### src/rtl/dmem_pkg.sv
// Shared types and constants for the data-memory responder slice.
package dmem_pkg;
  localparam int DATA_W = 32;

  typedef enum logic [1:0] {
    IDLE = 2'd0,
    WAIT = 2'd1,
    RESP = 2'd2
  } state_t;

  localparam logic [DATA_W-1:0] ZERO_DATA = '0;
  localparam logic              ERR_NONE  = 1'b0;
  localparam logic              ERR_SET   = 1'b1;
endpackage

### src/rtl/dmem_if.sv
// Load/store request/response bus between the core datapath and the data memory.
interface dmem_if;
  import dmem_pkg::*;

  logic              req_valid;
  logic              req_we;
  logic [DATA_W-1:0] req_addr;
  logic [DATA_W-1:0] req_wdata;
  logic              req_ready;
  logic              rsp_valid;
  logic [DATA_W-1:0] rsp_rdata;
  logic              rsp_err;

  modport master (
    output req_valid, req_we, req_addr, req_wdata,
    input  req_ready, rsp_valid, rsp_rdata, rsp_err
  );

  modport slave (
    input  req_valid, req_we, req_addr, req_wdata,
    output req_ready, rsp_valid, rsp_rdata, rsp_err
  );
endinterface

### src/rtl/dmem_array.sv
// Single-port synchronous word RAM with registered read data; contents are not reset.
module dmem_array
  import dmem_pkg::*;
#(
  parameter int DEPTH = 64,
  parameter int IDX_W = $clog2(DEPTH)
) (
  input  logic              clk,
  input  logic              we,
  input  logic [IDX_W-1:0]  index,
  input  logic [DATA_W-1:0] wdata,
  output logic [DATA_W-1:0] rdata
);

  logic [DATA_W-1:0] mem [DEPTH];

  always_ff @(posedge clk) begin
    if (we) mem[index] <= wdata;
    rdata <= mem[index];
  end

endmodule

### src/rtl/dmem_responder.sv
// Data-memory responder: one request at a time, LATENCY wait states, single-cycle response
// with misaligned/out-of-range accesses rejected before they reach the array.
module dmem_responder
  import dmem_pkg::*;
#(
  parameter int DEPTH   = 64,
  parameter int LATENCY = 2
) (
  input  logic clk,
  input  logic reset,
  dmem_if.slave bus
);

  localparam int          IDX_W       = $clog2(DEPTH);
  localparam logic [29:0] DEPTH_WORDS = 30'(DEPTH);
  localparam logic [3:0]  CNT_INIT    = 4'((LATENCY > 0) ? (LATENCY - 1) : 0);

  state_t            state, state_nxt;
  logic [3:0]        cnt, cnt_nxt;
  logic              we_p0;
  logic [DATA_W-1:0] addr_p0, wdata_p0;
  logic              acc_we;
  logic [DATA_W-1:0] acc_addr, acc_wdata;
  logic              acc_err, resp_nxt, enter_resp;
  logic              err_p1, ld_p1;
  logic [DATA_W-1:0] arr_rdata;

  function automatic logic addr_err(input logic [DATA_W-1:0] a);
    return (a[1:0] != 2'b00) || (a[31:2] >= DEPTH_WORDS);
  endfunction

  always_comb begin
    state_nxt = state;
    cnt_nxt   = cnt;
    case (state)
      IDLE: begin
        if (bus.req_valid) begin
          if (LATENCY > 0) begin
            state_nxt = WAIT;
            cnt_nxt   = CNT_INIT;
          end else begin
            state_nxt = RESP;
          end
        end
      end
      WAIT: begin
        if (cnt == 4'd0) state_nxt = RESP;
        else             cnt_nxt   = cnt - 4'd1;
      end
      RESP:    state_nxt = IDLE;
      default: state_nxt = IDLE;
    endcase
  end

  // A zero-latency build enters RESP straight from IDLE, so the access must use the live request
  always_comb begin
    acc_we     = (state == IDLE) ? bus.req_we    : we_p0;
    acc_addr   = (state == IDLE) ? bus.req_addr  : addr_p0;
    acc_wdata  = (state == IDLE) ? bus.req_wdata : wdata_p0;
    acc_err    = addr_err(acc_addr);
    resp_nxt   = (state_nxt == RESP);
    enter_resp = resp_nxt && !reset;
  end

  // Stage p0: request capture at acceptance
  always_ff @(posedge clk) begin
    if (state == IDLE && bus.req_valid) begin
      we_p0    <= bus.req_we;
      addr_p0  <= bus.req_addr;
      wdata_p0 <= bus.req_wdata;
    end
  end

  // Stage p1: response flags registered into the RESP cycle
  always_ff @(posedge clk) begin
    if (reset) begin
      state  <= IDLE;
      cnt    <= 4'd0;
      err_p1 <= ERR_NONE;
      ld_p1  <= 1'b0;
    end else begin
      state  <= state_nxt;
      cnt    <= cnt_nxt;
      err_p1 <= resp_nxt ? acc_err : ERR_NONE;
      ld_p1  <= resp_nxt && !acc_we && !acc_err;
    end
  end

  dmem_array #(
    .DEPTH (DEPTH),
    .IDX_W (IDX_W)
  ) u_array (
    .clk   (clk),
    .we    (enter_resp && acc_we && !acc_err),
    .index (acc_addr[IDX_W+1:2]),
    .wdata (acc_wdata),
    .rdata (arr_rdata)
  );

  assign bus.req_ready = (state == IDLE);
  assign bus.rsp_valid = (state == RESP);
  assign bus.rsp_err   = err_p1;
  assign bus.rsp_rdata = ld_p1 ? arr_rdata : ZERO_DATA;

endmodule

### src/flat_wrapper.sv
// flat-port wrapper written by rule: the top's interface ports become plain ports
module dmem_responder_flat import dmem_pkg::*;
#(
  parameter int DEPTH   = 64,
  parameter int LATENCY = 2
)
  (clk, reset, bus_req_valid, bus_req_we, bus_req_addr, bus_req_wdata, bus_req_ready, bus_rsp_valid, bus_rsp_rdata, bus_rsp_err);
  dmem_if bus_i ();
  input  logic clk;
  input  logic reset;
  input wire logic [$bits(bus_i.req_valid)-1:0] bus_req_valid;
  input wire logic [$bits(bus_i.req_we)-1:0] bus_req_we;
  input wire logic [$bits(bus_i.req_addr)-1:0] bus_req_addr;
  input wire logic [$bits(bus_i.req_wdata)-1:0] bus_req_wdata;
  output wire logic [$bits(bus_i.req_ready)-1:0] bus_req_ready;
  output wire logic [$bits(bus_i.rsp_valid)-1:0] bus_rsp_valid;
  output wire logic [$bits(bus_i.rsp_rdata)-1:0] bus_rsp_rdata;
  output wire logic [$bits(bus_i.rsp_err)-1:0] bus_rsp_err;
  assign bus_i.req_valid = bus_req_valid;
  assign bus_i.req_we = bus_req_we;
  assign bus_i.req_addr = bus_req_addr;
  assign bus_i.req_wdata = bus_req_wdata;
  assign bus_req_ready = bus_i.req_ready;
  assign bus_rsp_valid = bus_i.rsp_valid;
  assign bus_rsp_rdata = bus_i.rsp_rdata;
  assign bus_rsp_err = bus_i.rsp_err;
  dmem_responder #(.DEPTH(DEPTH), .LATENCY(LATENCY)) u_core (.clk(clk), .reset(reset), .bus(bus_i));
endmodule
### config.mk
export PLATFORM = sky130hd
export DESIGN_NAME = dmem_responder_flat
export DESIGN_NICKNAME = d
export VERILOG_FILES = /design/src/rtl/dmem_pkg.sv /design/src/rtl/dmem_if.sv /design/src/rtl/dmem_array.sv /design/src/rtl/dmem_responder.sv /design/src/flat_wrapper.sv
export SDC_FILE = /design/constraint.sdc
export NUM_CORES = 2
export LEC_CHECK = 0
export ABC_CLOCK_PERIOD_IN_PS = 6100
export CAP_MARGIN = 30
export CORE_MARGIN = 10
export CORE_UTILIZATION = 51
export CTS_CLUSTER_SIZE = 12
export DETAILED_ROUTE_END_ITERATION = 10
export GPL_TIMING_DRIVEN = 1
export PLACE_DENSITY = 0.73
export SYNTH_ARGS = -nofsm -noshare
export SYNTH_HDL_FRONTEND = slang
export SYNTH_HIERARCHICAL = 1
export SYNTH_SLANG_ARGS = --single-unit
### constraint.sdc
create_clock -name clk -period 6.1 [get_ports clk]
set_input_delay 1.22 -clock clk [delete_from_list [all_inputs] [get_ports clk]]
set_output_delay 1.22 -clock clk [all_outputs]
set_load 0.01 [all_outputs]
# Yosys cells after proc, flatten, opt, wreduce, memory -nomap -nowiden
# Memory sizes are Yosys's and may differ from the RTL's. A register that Yosys moved wholly into a read port is not among the register bits.
# Index checks and enable logic that the tools add are counted.
[word_totals]
output_inout_bits = 35
ff_bits = 73
mem_bits_rw = 2048
mem_count = 1
input_bits = 68
[mem_list]
columns = ["memory", "depth", "width", "rd", "rd_ports_with_merged_regs", "wr", "line_no", "text"]
rows = [
  ["u_core.u_array.mem", 64, 32, 1, 1, 1, "dmem_array.sv:15", "logic [DATA_W-1:0] mem [DEPTH];"],
]
[op_classes]
bitwise_logic = 1
reduce_logical = 16
add_sub_neg = 1
n_lt_le_gt_ge = 1
eq_ne = 5
n_mux = 12
[op_table]
columns = ["cell", "n"]
rows = [
  ["32-bit 2-to-1 mux", 3],
  ["30-bit by 7-bit greater-or-equal comparator with 1-bit output (second input constant)", 1],
  ["4-bit 2-to-1 mux", 2],
  ["4-bit case mux with 2 select lines", 1],
  ["1-bit logical AND", 6],
  ["2-bit == test (second input constant)", 2],
  ["4-bit logical NOT", 1],
  ["2-bit 2-to-1 mux", 2],
  ["2-bit inequality test (second input constant)", 2],
  ["2-bit case mux with 2 select lines", 1],
  ["2-bit nonzero test", 2],
  ["4-bit by 1-bit subtractor with 4-bit output (second input constant)", 1],
  ["1-bit logical NOT", 3],
  ["1-bit 2-to-1 mux", 3],
  ["3-bit AND reduction", 1],
  ["2-bit by 1-bit == test with 1-bit output (second input constant)", 1],
  ["2-bit logical NOT", 1],
  ["2-bit OR reduction", 1],
  ["1-bit logical OR", 1],
  ["1-bit NOT", 1],
]

# Depth between registers and ports, before layout
[logic_depth]
word_depth = 9
depth_mapped = 16
depth_no_buf = 8

# Modules after synthesis
# The synthesis kept the hierarchy.
[by_module_without_submodules]
columns = ["module", "n_inst", "seq_area_each_um2", "cells_per_inst", "area_per_inst_um2"]
rows = [
  ["dmem_array", 1, 62139.6, 4239, 78928.2],
  ["dmem_responder", 1, 2112.0, 203, 3098.0],
]

# Worst setup path before layout
# OpenSTA, ideal clock, no wires.
[synth_timing]
path_kind = "in2reg"
startpoint = "input port bus_req_addr[4]"
endpoint = "memory u_core.u_array.mem[11][0] (enable)"
path_stages = 10
required_ns = 5.679
slack_ns = 1.386
setup_time_ns = 0.421
n_path_buf = 6
arrival_time_ns = 4.293
cell_sequence = "mux2_2 -> buf_2 -> buf_2 -> buf_2 -> buf_2 -> buf_2 -> buf_2 -> nor2b_1 -> nand2_1 -> nor2_1"
[synth_between]
elab_chain_cells = 7
[synth_rtl]
columns = ["element", "line_no", "text"]
rows = [
  ["start, declared", "flat_wrapper.sv:13", "input wire logic [$bits(bus_i.req_addr)-1:0] bus_req_addr;"],
  ["32-bit 2-to-1 mux (*)", "dmem_responder.sv:58", "acc_addr = (state == IDLE) ? bus.req_addr : addr_p0;"],
  ["30-bit by 7-bit greater-or-equal comparator with 1-bit output", "dmem_responder.sv:29", "return (a[1:0] != 2'b00) || (a[31:2] >= DEPTH_WORDS);"],
  ["1-bit logical OR", "dmem_responder.sv:29", ""],
  ["1-bit logical NOT", "dmem_responder.sv:94", ".we (enter_resp && acc_we && !acc_err),"],
  ["1-bit logical AND", "dmem_responder.sv:94", ""],
  ["1-bit 2-to-1 mux", "dmem_array.sv:18", "if (we) mem[index] <= wdata;"],
  ["1-bit 2-to-1 mux (implied by the code)", "dmem_array.sv:18", ""],
  ["end, declared", "dmem_array.sv:15", ""],
]
# Every way passes the cells marked *; elsewhere a longest branch is shown, timed or not.

# Worst setup path after layout
[layout_timing]
startpoint = "register u_core.state[0]"
endpoint = "register u_core.u_array.rdata[18] (read register of u_core.u_array.mem)"
[layout_between]
elab_chain_cells = 2
[layout_rtl]
columns = ["element", "line_no", "text"]
rows = [
  ["start, declared", "dmem_responder.sv:18", "state_t state, state_nxt;"],
  ["start signal, assigned", "dmem_responder.sv:82", "state <= state_nxt;"],
  ["2-bit logical NOT", "dmem_responder.sv:58", ""],
  ["32-bit 2-to-1 mux", "dmem_responder.sv:58", ""],
  ["net u_core.acc_addr[3]", "dmem_responder.sv:23", "logic [DATA_W-1:0] acc_addr, acc_wdata;"],
  ["end, declared", "dmem_array.sv:12", "output logic [DATA_W-1:0] rdata"],
]
# The timed path passes the listed nets, and every way through them passes these cells.
# A chain may end at the register's enable or synchronous reset.

==> impl_metrics.toml <==
[detailed_routing]
routed_wl_um = 216000
dr.pass1.iters = 8
drt_iter0_drc = 6290
wl_per_cell_um = 30.8
num_vias = 45700
routed_via_density = 6.53
ant_nets = 0
drc = 0

[worst_setup_path]
cp-end-kind = "flop"
timing.critical_path.mode_cell = "nor2_4"
crit_fanout = 82
critPathRequiredTime_ps = 6860
start_kind = "flop"
slowest_stage = "a211oi_1"
ff2ff_path_depth = 10
cp_cell_sequence = "nor2_4, mux2_8, buf_12, nor2_4, a22o_1, nor3_1, a211oi_1, a2111oi_0, buf_4, nand3_1"
worstPathArrival_ps = 5540
cpPeakStageDelay_ps = 880
path_class = "flop to flop"

[cells_and_area]
area_growth_pct = 14.3
nets = 4764
finish.utilization_pct = 58.5
drive_above_1_share_pct = 17.8

[floorplan]
die_w_um = 421
num_io_pins = 103
die_h_um = 421
coreArea_um2 = 160000
die_area_um2 = 177000
start_util_pct = 51.2
rows = 147

[yosys]
ys.flop_type = "edfxtp_1"
syn_area_per_cell_um2 = 18.5
synth-async-reset-ratio_pct = 0
ys_types = 64
synthCells = 4442
synth.area.top_cells = "edfxtp_1 (77%), mux2i_1 (3.2%), mux4_2 (2.6%), mux2_2 (2.5%), a221oi_1 (1.9%)"
synth_seq_area_share_pct = 78.3
synth-edff-count = 2113
ys_ff_latch = 2153
syn-cell-area_um2 = 82000
yosysWarnings = 6
synth.most_common_cell = "edfxtp_1"
yosys.area.top_type = "edfxtp_1"
synth_top_area_share_pct = 77.4
synth_commonest_cells = "edfxtp_1 (2,113), mux2i_1 (260), a22oi_1 (188)"
syn_nets = 4512

[pwr]
leakagePower_nw = 30.0
vdd_drop_max_mv = 0.306
power_density_nw_per_um2 = 355

[hold_path]
hp-class = "flop to flop"
worstHoldPathCells = 2

[cts]
cts-resized-gates = 0
numClockSinks = 2153
cts_tree = "built"
clk_latency_ps = 840
cts_root_buf = "clkbuf_16"
cts_made_buffers = 208
post-cts-setup-buffers = 0
clockBufferDepth = 3
hold_buffers = 0
path_clk_slew_ps = 60
h-tree-depth = 4

[global_routing]
antenna_found_initial = 4
grt_start_max_net_pins = 110
grt_pass1_wl_um = 313000
grt_pass1_vias = 45400
grt_usage_pct = 23.6
overflow = 0

[timing]
hold_violations = 0
fin_worst_skew_ps = 33.1
slew_violations = 0
fmax_ghz = 0.209
max_slew_margin_pct = 29.8
tightestPinTransition_ps = 1050
rsz0062_at_grt = "no"
setup_viol = 0
period_needed_ps = 4770
finalCritPeriodShare_pct = 78.3
tns_ps = 0

[place]
place_hpwl_um = 125000
io_buffers = 102
globalplace.congestion = 0.868

[job]
drv_cap = 0

[status]
status = "finished, final reports clean"
per-stage QoR:
stage	cell area [µm²]	power [mW]	instances	hold slack (ps)	worst slack, ps
after detailed placement	87500	21.7	6642	537	898
after floorplan	82000	19.9	4442	501	1390
final	93700	33.3	7003	544	1330
after global routing	93700	34.2	7001	574	1360
after CTS	93700	33.3	6998	551	1540
after global placement	87200	21.6	6626	522	730
critical path, delay by kind of cell (launching register included):
family	cells	cell delay [ps]
buf+inv	2	500
simple gates	4	1480
mux	1	650
flops	1	370
compound gates	3	1450
cell usage in the layout (no fill, tap or decap), types with 36 or more instances in the layout:
cell type,n
a21oi_1,122
a221oi_1,175
a22o_1,66
a22oi_1,188
a31oi_1,43
and2_1,36
and3_1,85
buf_12,46
buf_4,190
clkbuf_1,93
clkbuf_16,212
clkdlybuf4s50_1,102
dfxtp_1,40
edfxtp_1,2113
mux2_2,182
mux2i_1,260
mux4_2,96
nand3_1,55
nor2_1,84
nor2_4,68
o21ai_0,85
o22a_1,70
o22ai_1,93
layer usage:
layer | GRT usage, % | vias up | wire, µm
met5 | 0 | - | 0
met4 | 11.5 | 0 | 11600
met3 | 4.12 | 527 | 21900
met2 | 37.5 | 2879 | 103000
met1 | 31.6 | 23500 | 79700
li1 | - | 18900 | -
path summary, 6_finish.rpt:
path | from | endpoint | slack (ps)
worst max-delay path | u_core/state[0]$_SDFF_PP0_ | u_core/u_array/rdata[18]$_DFF_P_ | 1330
worst min-delay path | u_core/cnt[1]$_SDFFE_PP0P_ | u_core/cnt[1]$_SDFFE_PP0P_ | 540
worst max register to register | u_core/state[0]$_SDFF_PP0_ | u_core/u_array/rdata[18]$_DFF_P_ | 1330
worst min register to register | u_core/cnt[1]$_SDFFE_PP0P_ | u_core/cnt[1]$_SDFFE_PP0P_ | 540
sequential cells by signal (all words and copies together) (netlist names):
signal	cells
u_core/bus.rsp_err	1
u_core/state	2
u_core/addr_p0	32
u_core/ld_p1	1
u_core/we_p0	1
u_core/u_array/mem	2048
u_core/cnt	4
u_core/u_array/rdata	32
u_core/wdata_p0	32
final cells by class:
class                   instances  area (µm²)
clock inverters                37         280
repair buffers                347        3570
fillers                     11400       66500
clock buffers                 319        5850
flip-flops and latches       2153       64300
inverters                       5        26.3
well taps                    2160        2700
diodes                          3        7.51
multi-input cells            1979       17000
cells by family (layout without fill, tap and decap cells):
group                      after synthesis  after routing  share of synthesized area, %
buffers and inverters                  310            708                          1.67
xor gates and xnor gates                 2              2                        0.0214
muxes                                  541            541                          8.35
AOI/OAI and AO/OA                      938            938                          8.37
adders and majority gates                2              2                        0.0305
other                                    0              3                             0
DFF                                   2153           2153                          78.3
and+or+nand+nor                        496            496                          3.23
report_power, final:
part | internal, mW | switching, mW
sequential | 16.9 | 0.0911
combinational | 1.46 | 3.04
clock | 6.59 | 5.24
(Power assumes the default switching activity.)
